--- src/rtl/jogo_defs.sv ---
// Shared definitions for the chess-square training game: FSM states and coordinate limits.
package jogo_defs;

    localparam int unsigned LARGURA_COORD = 4;
    localparam logic [LARGURA_COORD-1:0] COORD_MIN = 4'd1;
    localparam logic [LARGURA_COORD-1:0] COORD_MAX = 4'd8;

    typedef enum logic [2:0] {
        StInicial = 3'd0,
        StSorteia = 3'd1,
        StCaptura = 3'd2,
        StEspera  = 3'd3,
        StAvalia  = 3'd4,
        StProxima = 3'd5,
        StFim     = 3'd6
    } estado_t;

    function automatic logic coord_valida(input logic [LARGURA_COORD-1:0] c);
        return (c >= COORD_MIN) && (c <= COORD_MAX);
    endfunction

endpackage

--- src/rtl/temporizador_rodada.sv ---
// Clearable up-counter for the player response window; fim flags the terminal count.
module temporizador_rodada #(
    parameter int unsigned TIMEOUT_CICLOS = 5000
) (
    input  logic clock,
    input  logic reset,
    input  logic zera,
    input  logic conta,
    output logic fim
);

    localparam int unsigned LARGURA = $clog2(TIMEOUT_CICLOS);
    localparam logic [LARGURA-1:0] TERMINAL = LARGURA'(TIMEOUT_CICLOS - 1);

    logic [LARGURA-1:0] contagem_q;

    // Holds at the terminal count so the value never wraps while waiting.
    always_ff @(posedge clock) begin
        if (reset || zera) begin
            contagem_q <= '0;
        end else if (conta && !fim) begin
            contagem_q <= contagem_q + LARGURA'(1);
        end
    end

    assign fim = (contagem_q == TERMINAL);

endmodule

--- src/rtl/controle_rodada.sv ---
// Round controller: requests a target square, waits for the player's answer, scores the round
// and ends the game after NUM_RODADAS rounds.
module controle_rodada
    import jogo_defs::*;
#(
    parameter int unsigned NUM_RODADAS    = 8,
    parameter int unsigned TIMEOUT_CICLOS = 5000,
    parameter int unsigned LARGURA_PONTOS = 4
) (
    input  logic                      clock,
    input  logic                      reset,
    input  logic                      iniciar,
    output logic                      novaJogada,
    input  logic [3:0]                coluna_alvo,
    input  logic [3:0]                linha_alvo,
    input  logic [3:0]                coluna_jogador,
    input  logic [3:0]                linha_jogador,
    input  logic                      confirma,
    output logic [3:0]                coluna_mostra,
    output logic [3:0]                linha_mostra,
    output logic                      acerto,
    output logic                      erro,
    output logic [LARGURA_PONTOS-1:0] pontos,
    output logic [3:0]                rodada,
    output logic                      pronto,
    output logic [2:0]                estado
);

    localparam logic [3:0] ULTIMA_RODADA = 4'(NUM_RODADAS - 1);

    estado_t                   estado_q, estado_d;
    logic [3:0]                coluna_mostra_q, linha_mostra_q;
    logic [3:0]                coluna_jog_q, linha_jog_q;
    logic                      timeout_q;
    logic [LARGURA_PONTOS-1:0] pontos_q;
    logic [3:0]                rodada_q;

    logic timer_zera, timer_conta, timer_fim;
    logic alvo_valido, acertou;

    temporizador_rodada #(
        .TIMEOUT_CICLOS(TIMEOUT_CICLOS)
    ) u_temporizador (
        .clock(clock),
        .reset(reset),
        .zera (timer_zera),
        .conta(timer_conta),
        .fim  (timer_fim)
    );

    assign alvo_valido = coord_valida(coluna_alvo) && coord_valida(linha_alvo);
    assign acertou     = !timeout_q
                         && (coluna_jog_q == coluna_mostra_q) && (linha_jog_q == linha_mostra_q)
                         && coord_valida(coluna_jog_q) && coord_valida(linha_jog_q);

    always_comb begin
        estado_d    = estado_q;
        novaJogada  = 1'b0;
        timer_zera  = 1'b0;
        timer_conta = 1'b0;
        case (estado_q)
            StInicial: if (iniciar) estado_d = StSorteia;
            StSorteia: begin
                novaJogada = 1'b1;
                estado_d   = StCaptura;
            end
            StCaptura: begin
                if (alvo_valido) begin
                    estado_d   = StEspera;
                    timer_zera = 1'b1;
                end else begin
                    estado_d = StSorteia;
                end
            end
            StEspera: begin
                timer_conta = 1'b1;
                if (confirma || timer_fim) estado_d = StAvalia;
            end
            StAvalia:  estado_d = StProxima;
            StProxima: estado_d = (rodada_q == ULTIMA_RODADA) ? StFim : StSorteia;
            StFim:     if (iniciar) estado_d = StSorteia;
            default:   estado_d = StInicial;
        endcase
    end

    always_ff @(posedge clock) begin
        if (reset) begin
            estado_q        <= StInicial;
            coluna_mostra_q <= '0;
            linha_mostra_q  <= '0;
            coluna_jog_q    <= '0;
            linha_jog_q     <= '0;
            timeout_q       <= 1'b0;
            pontos_q        <= '0;
            rodada_q        <= '0;
        end else begin
            estado_q <= estado_d;
            case (estado_q)
                StInicial, StFim: begin
                    if (iniciar) begin
                        pontos_q <= '0;
                        rodada_q <= '0;
                    end
                end
                StCaptura: begin
                    if (alvo_valido) begin
                        coluna_mostra_q <= coluna_alvo;
                        linha_mostra_q  <= linha_alvo;
                    end
                end
                StEspera: begin
                    // A confirm on the terminal cycle still counts as an answer.
                    if (confirma) begin
                        coluna_jog_q <= coluna_jogador;
                        linha_jog_q  <= linha_jogador;
                        timeout_q    <= 1'b0;
                    end else if (timer_fim) begin
                        timeout_q <= 1'b1;
                    end
                end
                StAvalia: begin
                    if (acertou && (pontos_q != '1)) pontos_q <= pontos_q + LARGURA_PONTOS'(1);
                end
                StProxima: begin
                    if (rodada_q != ULTIMA_RODADA) rodada_q <= rodada_q + 4'd1;
                end
                default: ;
            endcase
        end
    end

    assign coluna_mostra = coluna_mostra_q;
    assign linha_mostra  = linha_mostra_q;
    assign acerto        = (estado_q == StAvalia) && acertou;
    assign erro          = (estado_q == StAvalia) && !acertou;
    assign pontos        = pontos_q;
    assign rodada        = rodada_q;
    assign pronto        = (estado_q == StFim);
    assign estado        = estado_q;

endmodule

--- config.mk ---
export PLATFORM = sky130hd
export DESIGN_NAME = controle_rodada
export DESIGN_NICKNAME = d
export VERILOG_FILES = /design/src/rtl/jogo_defs.sv /design/src/rtl/temporizador_rodada.sv /design/src/rtl/controle_rodada.sv
export SDC_FILE = /design/constraint.sdc
export NUM_CORES = 1
export LEC_CHECK = 0
export ABC_AREA = 1
export BUFFER_PORTS_ARGS = -buffer_cell sky130_fd_sc_hd__buf_4
export CORE_MARGIN = 2
export CORE_UTILIZATION = 45
export CTS_CLUSTER_SIZE = 14
export DETAILED_ROUTE_END_ITERATION = 8
export PLACE_DENSITY = 0.67
export SLEW_MARGIN = 5
export SYNTH_ARGS = -nofsm -noshare
export SYNTH_HDL_FRONTEND = slang
export SYNTH_SLANG_ARGS = --single-unit
--- constraint.sdc ---
create_clock -name clock -period 1.74 [get_ports clock]
set_clock_uncertainty 0.1 [all_clocks]
set_input_delay 0.087 -clock clock [delete_from_list [all_inputs] [get_ports clock]]
set_output_delay 0.087 -clock clock [all_outputs]
set_load 0.02 [all_outputs]
## Word level (Yosys, flattened, before mapping)

Cells that the tools add are included.
Widths: inputs -> output; s select.

| storage, ports and cells | value |
|---|---|
| bits in latches | 0 |
| output and inout bits | 23 |
| flip-flop bits (word level) | 41 |
| input port bits | 20 |
| bits in read-only memories | 0 |
| memory bits (writable) | 0 |
| memories kept | 0 |

| cells by class | value |
|---|---|
| magnitude comparators | 8 |
| shifts and indexed selects | 0 |
| mux-type cells | 16 |
| bitwise operators | 0 |
| div/mod/pow operators | 0 |
| eq/ne operators | 16 |
| add/sub/neg operators | 3 |
| reduce and logical (&&, ||, !) cells | 29 |
| multiply operators | 0 |

Operators by type and width:

| operator | count |
|---|---|
| $pmux 3 s6 | 1 |
| $ge 4x1->1 const B | 4 |
| $le 4x4->1 const B | 4 |
| $pmux 4 s2 | 2 |
| $add 13x1->13 const B | 1 |
| $eq 13x13->1 const B | 1 |
| $logic_and 1x1->1 | 13 |
| $mux 4 | 3 |
| $eq 3x3->1 const B | 3 |
| $mux 3 | 3 |
| $add 4x1->4 const B | 2 |
| $eq 4x4->1 | 2 |
| $reduce_and 2->1 | 4 |
| $eq 3x2->1 const B | 2 |
| $mux 1 | 6 |
| $ne 2x2->1 const B | 3 |
| $reduce_and 3->1 | 2 |
| $reduce_bool 2->1 | 3 |
| $eq 4x3->1 const B | 1 |
| $ne 4x3->1 const B | 1 |
| $ne 4x4->1 const B | 1 |
| $eq 3x1->1 const B | 1 |
| $logic_not 1->1 | 3 |
| $logic_not 3->1 | 1 |
| other kinds (4) | 5 |

## Depth between registers and ports, before layout

| depth | value |
|---|---|
| depth in word-level cells | 8 |
| mapped depth | 11 |
| gate-level depth less buffers | 11 |

## By module

A second synthesis with hierarchy kept.

| second synthesis, totals | value |
|---|---|
| cells, all modules | 367 |
| area, all modules | 2432.3 µm² |

Modules (own cells, without submodules):

| module | sequential area each (µm²) | instances | cells an instance | area an instance (µm²) |
|---|---|---|---|---|
| controle_rodada | 560.5 | 1 | 236 | 1631.6 |
| temporizador_rodada | 260.2 | 1 | 131 | 800.8 |

## Worst setup path before layout

No wires, ideal clock.

| timing | value |
|---|---|
| path kind | reg-to-reg |
| from | reg estado_q[0], in the netlist estado[0] |
| to | reg estado_q[1], in the netlist estado[1] |
| stages on the path, launching flop included | 5 |
| setup slack | 114 ps |
| arrival time | 1456 ps |
| library setup time | 70 ps |
| clock period less this slack | 1626 ps |
| path through | dfxtp_1 > inv_2 > nor3_1 > nor3_1 > a21oi_1 |

| on the way | value |
|---|---|
| word-level cells in the longest chain between the ends | 4 |
| elaborated cells between the ends (all ways) | 12 |

Ends and longest elaborated chain:

| element | line | source |
|---|---|---|
| from (decl) | controle_rodada.sv:31 | `estado_t estado_q, estado_d;` |
| from (signal assigned) | controle_rodada.sv:88 | `estado_q <= StInicial;` |
| from (signal assigned) | controle_rodada.sv:97 | `estado_q <= estado_d;` |
| $eq 3x3->1 / $logic_not 3->1 (equally long branches) | controle_rodada.sv:61 | `case (estado_q)` |
| $reduce_or 2->1 (no line) | n/a |  |
| $ne 2x1->1 (no line) | n/a |  |
| $reduce_and 2->1 (no line) | n/a |  |

Several ways; a longest one is shown, not always the timed one.
A chain may end at the register's enable or synchronous reset.

## Worst setup path in the final report

| timing | value |
|---|---|
| from | reg coluna_mostra_q[0], in the netlist coluna_mostra[0] |
| to | out acerto |

| on the way | value |
|---|---|
| word-level cells in the longest chain between the ends | 6 |

Ends and longest elaborated chain:

| element | line | source |
|---|---|---|
| from (decl) | controle_rodada.sv:32 | `logic [3:0] coluna_mostra_q, linha_mostra_q;` |
| from (signal assigned) | controle_rodada.sv:107 | `coluna_mostra_q <= coluna_alvo;` |
| $eq 4x4->1 | controle_rodada.sv:53 | `&& (coluna_jog_q == coluna_mostra_q) && (linha_jog_q == linha_mostra_q)` |
| $logic_and 1x1->1 (2 in a row) | controle_rodada.sv:53 |  |
| $logic_and 1x1->1 (2 in a row) | controle_rodada.sv:54 | `&& coord_valida(coluna_jog_q) && coord_valida(linha_jog_q);` |
| $logic_and 1x1->1 | controle_rodada.sv:134 | `assign acerto = (estado_q == StAvalia) && acertou;` |
| to (decl) | controle_rodada.sv:21 | `output logic acerto,` |

No other way between the ends.

==> flow_summary.yaml <==
yosys:
  synth_flop_cell: "dfxtp_1"
  synth_cell_types: 37
  syn_area_um2: 2355
  seq_area_frac_synth_pct: 34.86
  synth_edf_count: 0
  syn_nets: 361
  synthCells: 338
  async_reset_ff_share_pct: 0
  synth-seq-cells: 41
  postSynthAreaPerCell_um2: 6.967
  yosys_warnings: 0
min_path:
  holdPathStages: 3
  hp-start: "coluna_alvo[3]"
  hold_class: "in2reg"
  min_to: "coluna_mostra[3]"
outcome:
  status: "finished with violations"
  violations: "setup timing"
critical_path:
  crit_path_start_kind: "flip-flop"
  worstSetupEndpointType: "primary output"
  reg2reg_slack_ps: 90
  arrival_ps: 1590
  reg2reg_depth: 12
  crit_type: "reg2out"
  r2r_end: "pontos[3]"
  critPathMaxFanout: 4
  startpoint: "coluna_mostra[0]"
  required_ps: 1550
  reg2reg_from: "coluna_jog_q[1]"
finish:
  layout_commonest_cell: "buf_4"
  area_delta_synth_final_pct: 37.41
  multiInputGateArea_um2: 1355
  seq_area_um2: 849.6
  antennaDiodeCount: 0
  drive_above_1_share_pct: 32.69
  nets: 435
  fill_cells: 483
  mostFrequentLayoutCells: "buf_4, nand2_1, inv_1, a21oi_1, nor2_1"
  final_area_um2: 3236
routing:
  drtAntennaViolNets: 0
  wire_per_inst_um: 12.49
  via_per_inst: 4.973
  route.detailed.drc: 0
  dr.pass1.iters: 4
  wl_mm: 6.031
  dr_total_vias: 2402
  dr.first_iter.drc_count: 88
sta:
  worst-slew-pin-transition_ps: 365.9
  setup_violations: 2
  period_minus_slack_ps: 1773
  relSlewSlack_pct: 75.40
  max_freq_ghz: 0.5639
  finalMaxSlewViolations: 0
  hold_violations: 0
  fin_crit_sh_pct: 101.9
  rsz0062_at_grt: "yes"
  layout_setup_ws_ps: -33.25
  tns_ps: -47.01
power_and_ir_drop:
  clkPwrFrac_pct: 28.6
  switching_power_uw: 905.4
  power.leakage_uw: 0.001390
  cellInternalPower_uw: 1857
  p_per_area_nw_per_um2: 853.6
  vdd_drop_max_uv: 554.6
  p_seq_share_pct: 39.5
  netSwitchingFraction_pct: 32.78
  combPwrFrac_pct: 31.9
  power_uw: 2762
die:
  die-area_um2: 5828
  rows: 26
  initial_core_util_pct: 46.40
  io-pin-count: 43
  die_y_um: 76.34
  die_x_um: 76.34
  coreArea_um2: 5075
clock_tree:
  cts_buffers: 5
  clockBufferDepth: 2
  cts_tree: "built"
  clkLatencyLatePin_ps: 300
  cts_sinks: 41
  clockRootBuffer: "clkbuf_8"
  clk_pin_slew_ps: 80
  htree_levels: 2
global_routing:
  track_usage_pct: 21.19
  grt_max_degree: 19
  grt_pass1_wl_mm: 10.18
  antenna_found_initial: 0
  globalRouteOverflowTotal: 0
  first_global_vias: 2315
run:
  maxCapViolCount: 0
placed_design:
  dpl-instance-area_um2: 2749
  port-buffer-count: 42
  dp_hpwl_mm: 4.319
  gp_congestion: 0.9465
## routing by layer
layer  wire (um)  GRT usage (%)  vias up
met3         244          3.555       11
met4          99          8.000        0
met1        2577          25.28     1096
met5           0              0        -
li1            -              -     1242
met2        3109          37.96       53
## area by class of cell
type | count | share of cell area, %
Tap cell | 70 | 2.707
Inverter | 60 | 7.347
Multi-Input combinational cell | 232 | 41.88
Clock inverter | 1 | 0.9281
Sequential cell | 41 | 26.26
Clock buffer | 7 | 2.668
Timing Repair Buffer | 72 | 18.21
## through the flow
stage                     std cells  setup WS (ps)  util, %  hold slack [ps]
after floorplan                 338          114.3        -            56.07
after global placement          449          52.28    54.17            211.7
after detailed placement        449          51.04    54.17            209.1
after CTS                       479         -24.83    61.49            8.271
after global routing            483         -145.4    63.76            46.74
final                           483         -33.25    63.76            31.51
## cell usage after synthesis (all sizes together) (2+ instances only)
cell type | count | area share (%)
nor3 | 13 | 2.8
xor2 | 6 | 2.6
nand2 | 63 | 11
inv | 60 | 9.8
o21ai | 29 | 6.2
nor2 | 41 | 9.0
dfxtp | 41 | 35
nand3 | 23 | 5.3
a21oi | 33 | 7.0
nor4 | 3 | 2.1
nand4 | 5 | 1.6
or2 | 2 | 0.53
buf | 4 | 1.5
ha | 3 | 1.6
xnor2 | 3 | 1.1
## critical path, stage by stage, from the launching register on
cell       delay (ps)
dfxtp_2           340
inv_1              90
a21oi_1           150
o2111ai_1         170
nor4_2            170
nand2_1           100
nor2_1            120
buf_4             150
## worst max-delay path by stage
stage / slack [ps] / depth (start not counted) / endpoint
3_5_place_dp: 50 / 9 / pontos[3]
2_1_floorplan: 110 / 4 / estado[1]
3_3_place_gp: 50 / 9 / coluna_jog_q[1]
5_1_grt: -150 / 6 / acerto
4_1_cts: -20 / 8 / acerto
6_report: -30 / 7 / acerto
## power by group through the flow
stage | clock (uW) | combinational (uW) | sequential (uW)
floorplan | 0 | 446 | 1170
global placement | 0 | 763 | 1100
detailed placement | 0 | 773 | 1110
CTS | 813 | 827 | 1090
global route | 856 | 965 | 1100
finish | 790 | 881 | 1090
## sequential cells by signal, summed over array words and instances, names as in the netlist
signal and cells:
linha_jog_q 4, u_temporizador.contagem_q 13, rodada 4, coluna_jog_q 4, linha_mostra 4, estado 3, timeout_q 1, pontos 4
coluna_mostra 4
## cell families (layout without fill, tap and decap cells)
family | Yosys count | after routing | share of synthesized area (%)
compound gates | 68 | 68 | 15.68
fa+ha+maj | 3 | 3 | 1.594
simple gates | 152 | 152 | 32.78
buf+inv | 65 | 140 | 11.42
flops | 41 | 41 | 34.86
xor+xnor | 9 | 9 | 3.667
## what timing repair did
action	CTS	global route
setup endpoints to repair	2	31
setup buffers	7	4
pin swaps	7	19
hold buffers	15	0
hold endpoints to repair	17	0
resized for setup	25	30
No activity file was read; power rests on OpenSTA's default activity.
